==> src/rtl/id_ex_ctrl.sv <==
// RV32I decode-stage controller: immediate-type decode, load-use hazard detection
// and ID/EX register sequencing (advance / bubble / freeze / flush).
module id_ex_ctrl #(
   parameter int CNT_W = 16
) (
   input  logic             clk,
   input  logic             rst,
   input  logic [31:0]      id_inst,
   input  logic             id_valid,
   input  logic             mem_stall,
   input  logic             br_flush,
   output logic [2:0]       id_imm_type,
   output logic             stall_if_id,
   output logic             flush_if_id,
   output logic             ex_valid,
   output logic [2:0]       ex_imm_type,
   output logic             ex_mem_read,
   output logic [4:0]       ex_rd,
   output logic [4:0]       ex_rs1,
   output logic [4:0]       ex_rs2,
   output logic [CNT_W-1:0] bubble_cnt
);

   localparam logic [2:0] RTYPE = 3'd0;
   localparam logic [2:0] ITYPE = 3'd1;
   localparam logic [2:0] STYPE = 3'd2;
   localparam logic [2:0] BTYPE = 3'd3;
   localparam logic [2:0] UTYPE = 3'd4;
   localparam logic [2:0] JTYPE = 3'd5;

   localparam logic [6:0] OP_LUI    = 7'b0110111;
   localparam logic [6:0] OP_AUIPC  = 7'b0010111;
   localparam logic [6:0] OP_JAL    = 7'b1101111;
   localparam logic [6:0] OP_JALR   = 7'b1100111;
   localparam logic [6:0] OP_LOAD   = 7'b0000011;
   localparam logic [6:0] OP_OPIMM  = 7'b0010011;
   localparam logic [6:0] OP_STORE  = 7'b0100011;
   localparam logic [6:0] OP_BRANCH = 7'b1100011;

   logic [6:0]       w_opcode;
   logic [4:0]       w_rd;
   logic [4:0]       w_rs1;
   logic [4:0]       w_rs2;
   logic [2:0]       w_imm_type;
   logic             w_uses_rs1;
   logic             w_uses_rs2;
   logic             w_lu_haz;
   logic             w_no_rd;
   logic             w_unused_bits;

   logic             r_ex_valid;
   logic [2:0]       r_ex_imm_type;
   logic             r_ex_mem_read;
   logic [4:0]       r_ex_rd;
   logic [4:0]       r_ex_rs1;
   logic [4:0]       r_ex_rs2;
   logic [CNT_W-1:0] r_bubble_cnt;

   assign w_opcode      = id_inst[6:0];
   assign w_rd          = id_inst[11:7];
   assign w_rs1         = id_inst[19:15];
   assign w_rs2         = id_inst[24:20];
   assign w_unused_bits = ^{id_inst[31:25], id_inst[14:12]};

   always_comb begin
      w_imm_type = RTYPE;
      case (w_opcode)
         OP_LUI, OP_AUIPC:            w_imm_type = UTYPE;
         OP_JAL:                      w_imm_type = JTYPE;
         OP_JALR, OP_LOAD, OP_OPIMM:  w_imm_type = ITYPE;
         OP_STORE:                    w_imm_type = STYPE;
         OP_BRANCH:                   w_imm_type = BTYPE;
         default:                     w_imm_type = RTYPE;
      endcase
   end

   // Unknown opcodes fall into RTYPE, so they conservatively claim both sources.
   assign w_uses_rs1 = (w_imm_type == RTYPE) || (w_imm_type == ITYPE) ||
                       (w_imm_type == STYPE) || (w_imm_type == BTYPE);
   assign w_uses_rs2 = (w_imm_type == RTYPE) || (w_imm_type == STYPE) ||
                       (w_imm_type == BTYPE);

   assign w_lu_haz = r_ex_valid && r_ex_mem_read && (r_ex_rd != 5'd0) && id_valid &&
                     ((w_uses_rs1 && (w_rs1 == r_ex_rd)) ||
                      (w_uses_rs2 && (w_rs2 == r_ex_rd)));

   assign w_no_rd = (w_imm_type == STYPE) || (w_imm_type == BTYPE) || !id_valid;

   assign id_imm_type = w_imm_type;
   assign stall_if_id = !rst && (mem_stall || (!br_flush && w_lu_haz));
   assign flush_if_id = !rst && !mem_stall && br_flush;

   always_ff @(posedge clk or posedge rst) begin
      if (rst) begin
         r_ex_valid    <= 1'b0;
         r_ex_imm_type <= RTYPE;
         r_ex_mem_read <= 1'b0;
         r_ex_rd       <= 5'd0;
         r_ex_rs1      <= 5'd0;
         r_ex_rs2      <= 5'd0;
         r_bubble_cnt  <= '0;
      end else if (!mem_stall) begin
         r_ex_imm_type <= w_imm_type;
         r_ex_rs1      <= w_rs1;
         r_ex_rs2      <= w_rs2;
         if (br_flush || w_lu_haz) begin
            r_ex_valid    <= 1'b0;
            r_ex_mem_read <= 1'b0;
            r_ex_rd       <= 5'd0;
            // A flush kills the hazard victim anyway, so only real bubbles count.
            if (!br_flush && (r_bubble_cnt != {CNT_W{1'b1}}))
               r_bubble_cnt <= r_bubble_cnt + 1'b1;
         end else begin
            r_ex_valid    <= id_valid;
            r_ex_mem_read <= (w_opcode == OP_LOAD) && id_valid;
            r_ex_rd       <= w_no_rd ? 5'd0 : w_rd;
         end
      end
   end

   assign ex_valid    = r_ex_valid;
   assign ex_imm_type = r_ex_imm_type;
   assign ex_mem_read = r_ex_mem_read;
   assign ex_rd       = r_ex_rd;
   assign ex_rs1      = r_ex_rs1;
   assign ex_rs2      = r_ex_rs2;
   assign bubble_cnt  = r_bubble_cnt;

endmodule

==> config.mk <==
export PLATFORM = sky130hd
export DESIGN_NAME = id_ex_ctrl
export DESIGN_NICKNAME = d
export VERILOG_FILES = /design/src/rtl/id_ex_ctrl.sv
export SDC_FILE = /design/constraint.sdc
export NUM_CORES = 1
export LEC_CHECK = 0
export CELL_PAD_IN_SITES_DETAIL_PLACEMENT = 1
export CELL_PAD_IN_SITES_GLOBAL_PLACEMENT = 1
export CORE_ASPECT_RATIO = 1.2
export CORE_MARGIN = 2
export CORE_UTILIZATION = 34
export CTS_CLUSTER_DIAMETER = 60
export DETAILED_ROUTE_END_ITERATION = 7
export GPL_ROUTABILITY_DRIVEN = 0
export PLACE_DENSITY = 0.91
export SYNTH_ARGS = -nofsm -noshare
export SYNTH_HDL_FRONTEND = slang
export SYNTH_SLANG_ARGS = --single-unit
==> constraint.sdc <==
create_clock -name clk -period 3.3 [get_ports clk]
set_input_delay 0.495 -clock clk [delete_from_list [all_inputs] [get_ports clk]]
set_output_delay 0.495 -clock clk [all_outputs]
set_load 0.005 [all_outputs]
==> impl_metrics.csv <==
group,metric,value,unit
yosys,syn-cell-area,0.00179,sq mm
power,peakVddDrop,0.000223,V
yosys,syn_avg_cell_area,11.7,sq um
floorplanning,io-pin-count,78,
timing,fmax,323,MHz
hold_path,hold_class,"reg2reg",
timing,hold_viol,0,
clocking,cts_buffer_depth,2,
grt,grt.busiest_layer,"met2",
timing,tightest_slew,0.574,ns
clocking,clkLatencyLatePin,0.28,ns
timing,finalWorstSetupSlack,0.204,ns
floorplanning,start_util,0.357,
floorplanning,die_y,83.4,um
timing,fin_tns_setup,0,ns
detailed_routing,wl_per_cell,17.0,um
clocking,cts_sinks,36,
clocking,cts_root_buf,"clkbuf_8",
timing,setup_viol,0,
power,p_leak,1.09,nW
timing,fin_crit,3.10,ns
final_layout,n_fill_cell,548,
grt,antenna_found_initial,0,
detailed_routing,via_count,1511,
yosys,yosysSeqAreaShare,0.504,
critical_path,rr_worst_depth,7,
place,post-place-ws,0.0826,ns
grt,grt_pass1_vias,1632,
floorplanning,die_area,0.00586,sq mm
grt,grtUsageTotal,0.175,
clocking,cts_setup_buffers,0,
critical_path,worstSetupStartpoint,"id_inst[19]",
timing,skew,0.00465,ns
critical_path,worstPathMaxFanout,2,
timing,min_period_over_period,0.938,
critical_path,critPathCaptureType,"primary output",
critical_path,path_class,"in2out",
detailed_routing,first_pass_iters,4,
detailed_routing,drc,0,
grt,grt_util_met1,0.210,
yosys,ys.flop_type,"dfrtp_1",
floorplanning,die_w,70.2,um
yosys,syn_inst,153,
yosys,synth_cell_types,38,
critical_path,start_kind,"primary input",
critical_path,rrSetupSlack,0.99,ns
timing,holdWs,0.505,ns
floorplanning,core_area,0.00501,sq mm
clocking,cts_tree,"built",
yosys,yosysWarnings,0,
final_layout,antenna_cells,0,
yosys,synth-edff-count,0,
place,dpl.cell_count,281,
grt,grt_overflow_total,0,
job,drv_cap,0,
yosys,synthArstFlopShare,1.00,
critical_path,reg2reg_to,"ex_rd[1]",
timing,drv_slew,0,
status,outcome,"complete, no violations",
timing,slew_headroom,0.614,
grt,grt_start_max_net_pins,37,
detailed_routing,totalWireLength,4.87,mm
final_layout,regArea,901,sq um
clocking,path_clk_slew,0.07,ns
final_layout,instances_no_fill,286,
final_layout,drive_above_1_share,0.142,
power,powerDensity,341,mW/mm^2
detailed_routing,initialDrtViolationCount,61,
grt,grt_pass1_wl,8.14,mm
yosys,synth_seq_cells,36,
critical_path,reg2reg_from,"ex_rd[1]",
critical_path,cp.required,2.80,ns
floorplanning,rows,28,
place,portBuffers,67,
timing,rsz0062_at_grt,"no",
grt,use_met2,0.300,
yosys,syn_nets,191,
place,dpl.hpwl,3.76,mm
clocking,cts_buffers,5,
critical_path,worst_ep_arrival_time,2.60,ns
critical_path,endpoint,"stall_if_id",
final_layout,multi_input_area,851,sq um
final_layout,nets,266,
detailed_routing,drt.antenna.violating_nets,0,
final_layout,area.growth.synth_to_final,46.5,%
clocking,htree_levels,2,
grt,grt_use_met3,0.0413,
detailed_routing,vias_per_cell,5.28,
final_layout,post-route-util,0.523,
## routing by layer
metal | part of all wire | up-vias | routed length [um]
li1 | - | 692 | -
met1 | 0.39 | 745 | 1920
met2 | 0.53 | 60 | 2570
met3 | 0.057 | 14 | 276
met4 | 0.021 | 0 | 103
met5 | 0 | - | 0
## worst max-delay path, stage by stage
cell             delay, ns
clkdlybuf4s50_1       0.50
xnor2_1               0.12
nand3_1               0.11
or4_4                 0.54
o2bb2ai_4             0.15
a21oi_1               0.08
nor2_1                0.10
clkdlybuf4s50_1       0.51
## Yosys cell counts, drive strengths merged, types with 4 or more instances
cell	n	area share
inv	4	0.0084
nand4	7	0.024
dfrtp	36	0.50
xnor2	20	0.098
xor2	5	0.024
a22o	5	0.025
mux2	14	0.090
nand3	10	0.028
nand2	11	0.024
nor2	6	0.013
and3	5	0.017
nor3	5	0.020
## registers in the layout (all words and copies together) (netlist names)
register and cells:
bubble_cnt 16, ex_rd 5, ex_rs1 5, ex_rs2 5, ex_imm_type 3, ex_mem_read 1
ex_valid 1
## worst min path at each step
| stage | to | cells past startpoint | start |
|---|---|---|---|
| floorplan | bubble_cnt[11] | 1 | bubble_cnt[11] |
| global placement | bubble_cnt[8] | 1 | bubble_cnt[8] |
| detailed placement | bubble_cnt[11] | 1 | bubble_cnt[11] |
| CTS | bubble_cnt[11] | 1 | bubble_cnt[11] |
| global route | ex_rs1[2] | 1 | ex_rs1[2] |
| finish | ex_rs1[2] | 1 | ex_rs1[2] |
## through the flow
| stage | power (mW) | cell area (sq um) |
|---|---|---|
| 4_1_cts | 0.904 | 2610 |
| 6_report | 0.892 | 2620 |
| 3_3_place_gp | 0.618 | 2540 |
| 5_1_grt | 0.938 | 2620 |
| 3_5_place_dp | 0.623 | 2540 |
| 2_1_floorplan | 0.529 | 1790 |
## logic make-up after synthesis
| group | Yosys count | synth area share |
|---|---|---|
| muxes | 14 | 0.0903 |
| xor gates and xnor gates | 25 | 0.122 |
| buffers and inverters | 8 | 0.0238 |
| adders and majority gates | 1 | 0.00700 |
| and+or+nand+nor | 54 | 0.171 |
| AOI/OAI and AO/OA | 15 | 0.0812 |
| DFF | 36 | 0.504 |
## final cells by class
type	count	area share
clock buffers	5	0.0263
inverters	4	0.00573
multi-input cells	109	0.325
flip-flops and latches	36	0.344
well taps	60	0.0287
repair buffers	72	0.270
## placed cells by master, fill, tap and decap left out, types with 6 or more instances in the layout
master           Yosys  routed
nand4_1              7       7
dfrtp_1             36      36
mux2_2              13      13
xnor2_1             20      20
nor2_1               6       6
nand2_1             10      10
clkdlybuf4s50_1      0      67
nand3_1             10      10
## power breakdown
| part | internal (mW) | total, mW | switching (mW) |
|---|---|---|---|
| registers | 0.459 | 0.472 | 0.0133 |
| clock network | 0.136 | 0.279 | 0.143 |
| logic | 0.0892 | 0.141 | 0.0521 |
| total | 0.684 | 0.892 | 0.208 |
## timing repair
action	CTS	global route
resized for setup	0	2
endpoints found under the setup margin	0	1
hold buffers	0	0
Note: power is estimated with default switching activity, not from simulation.
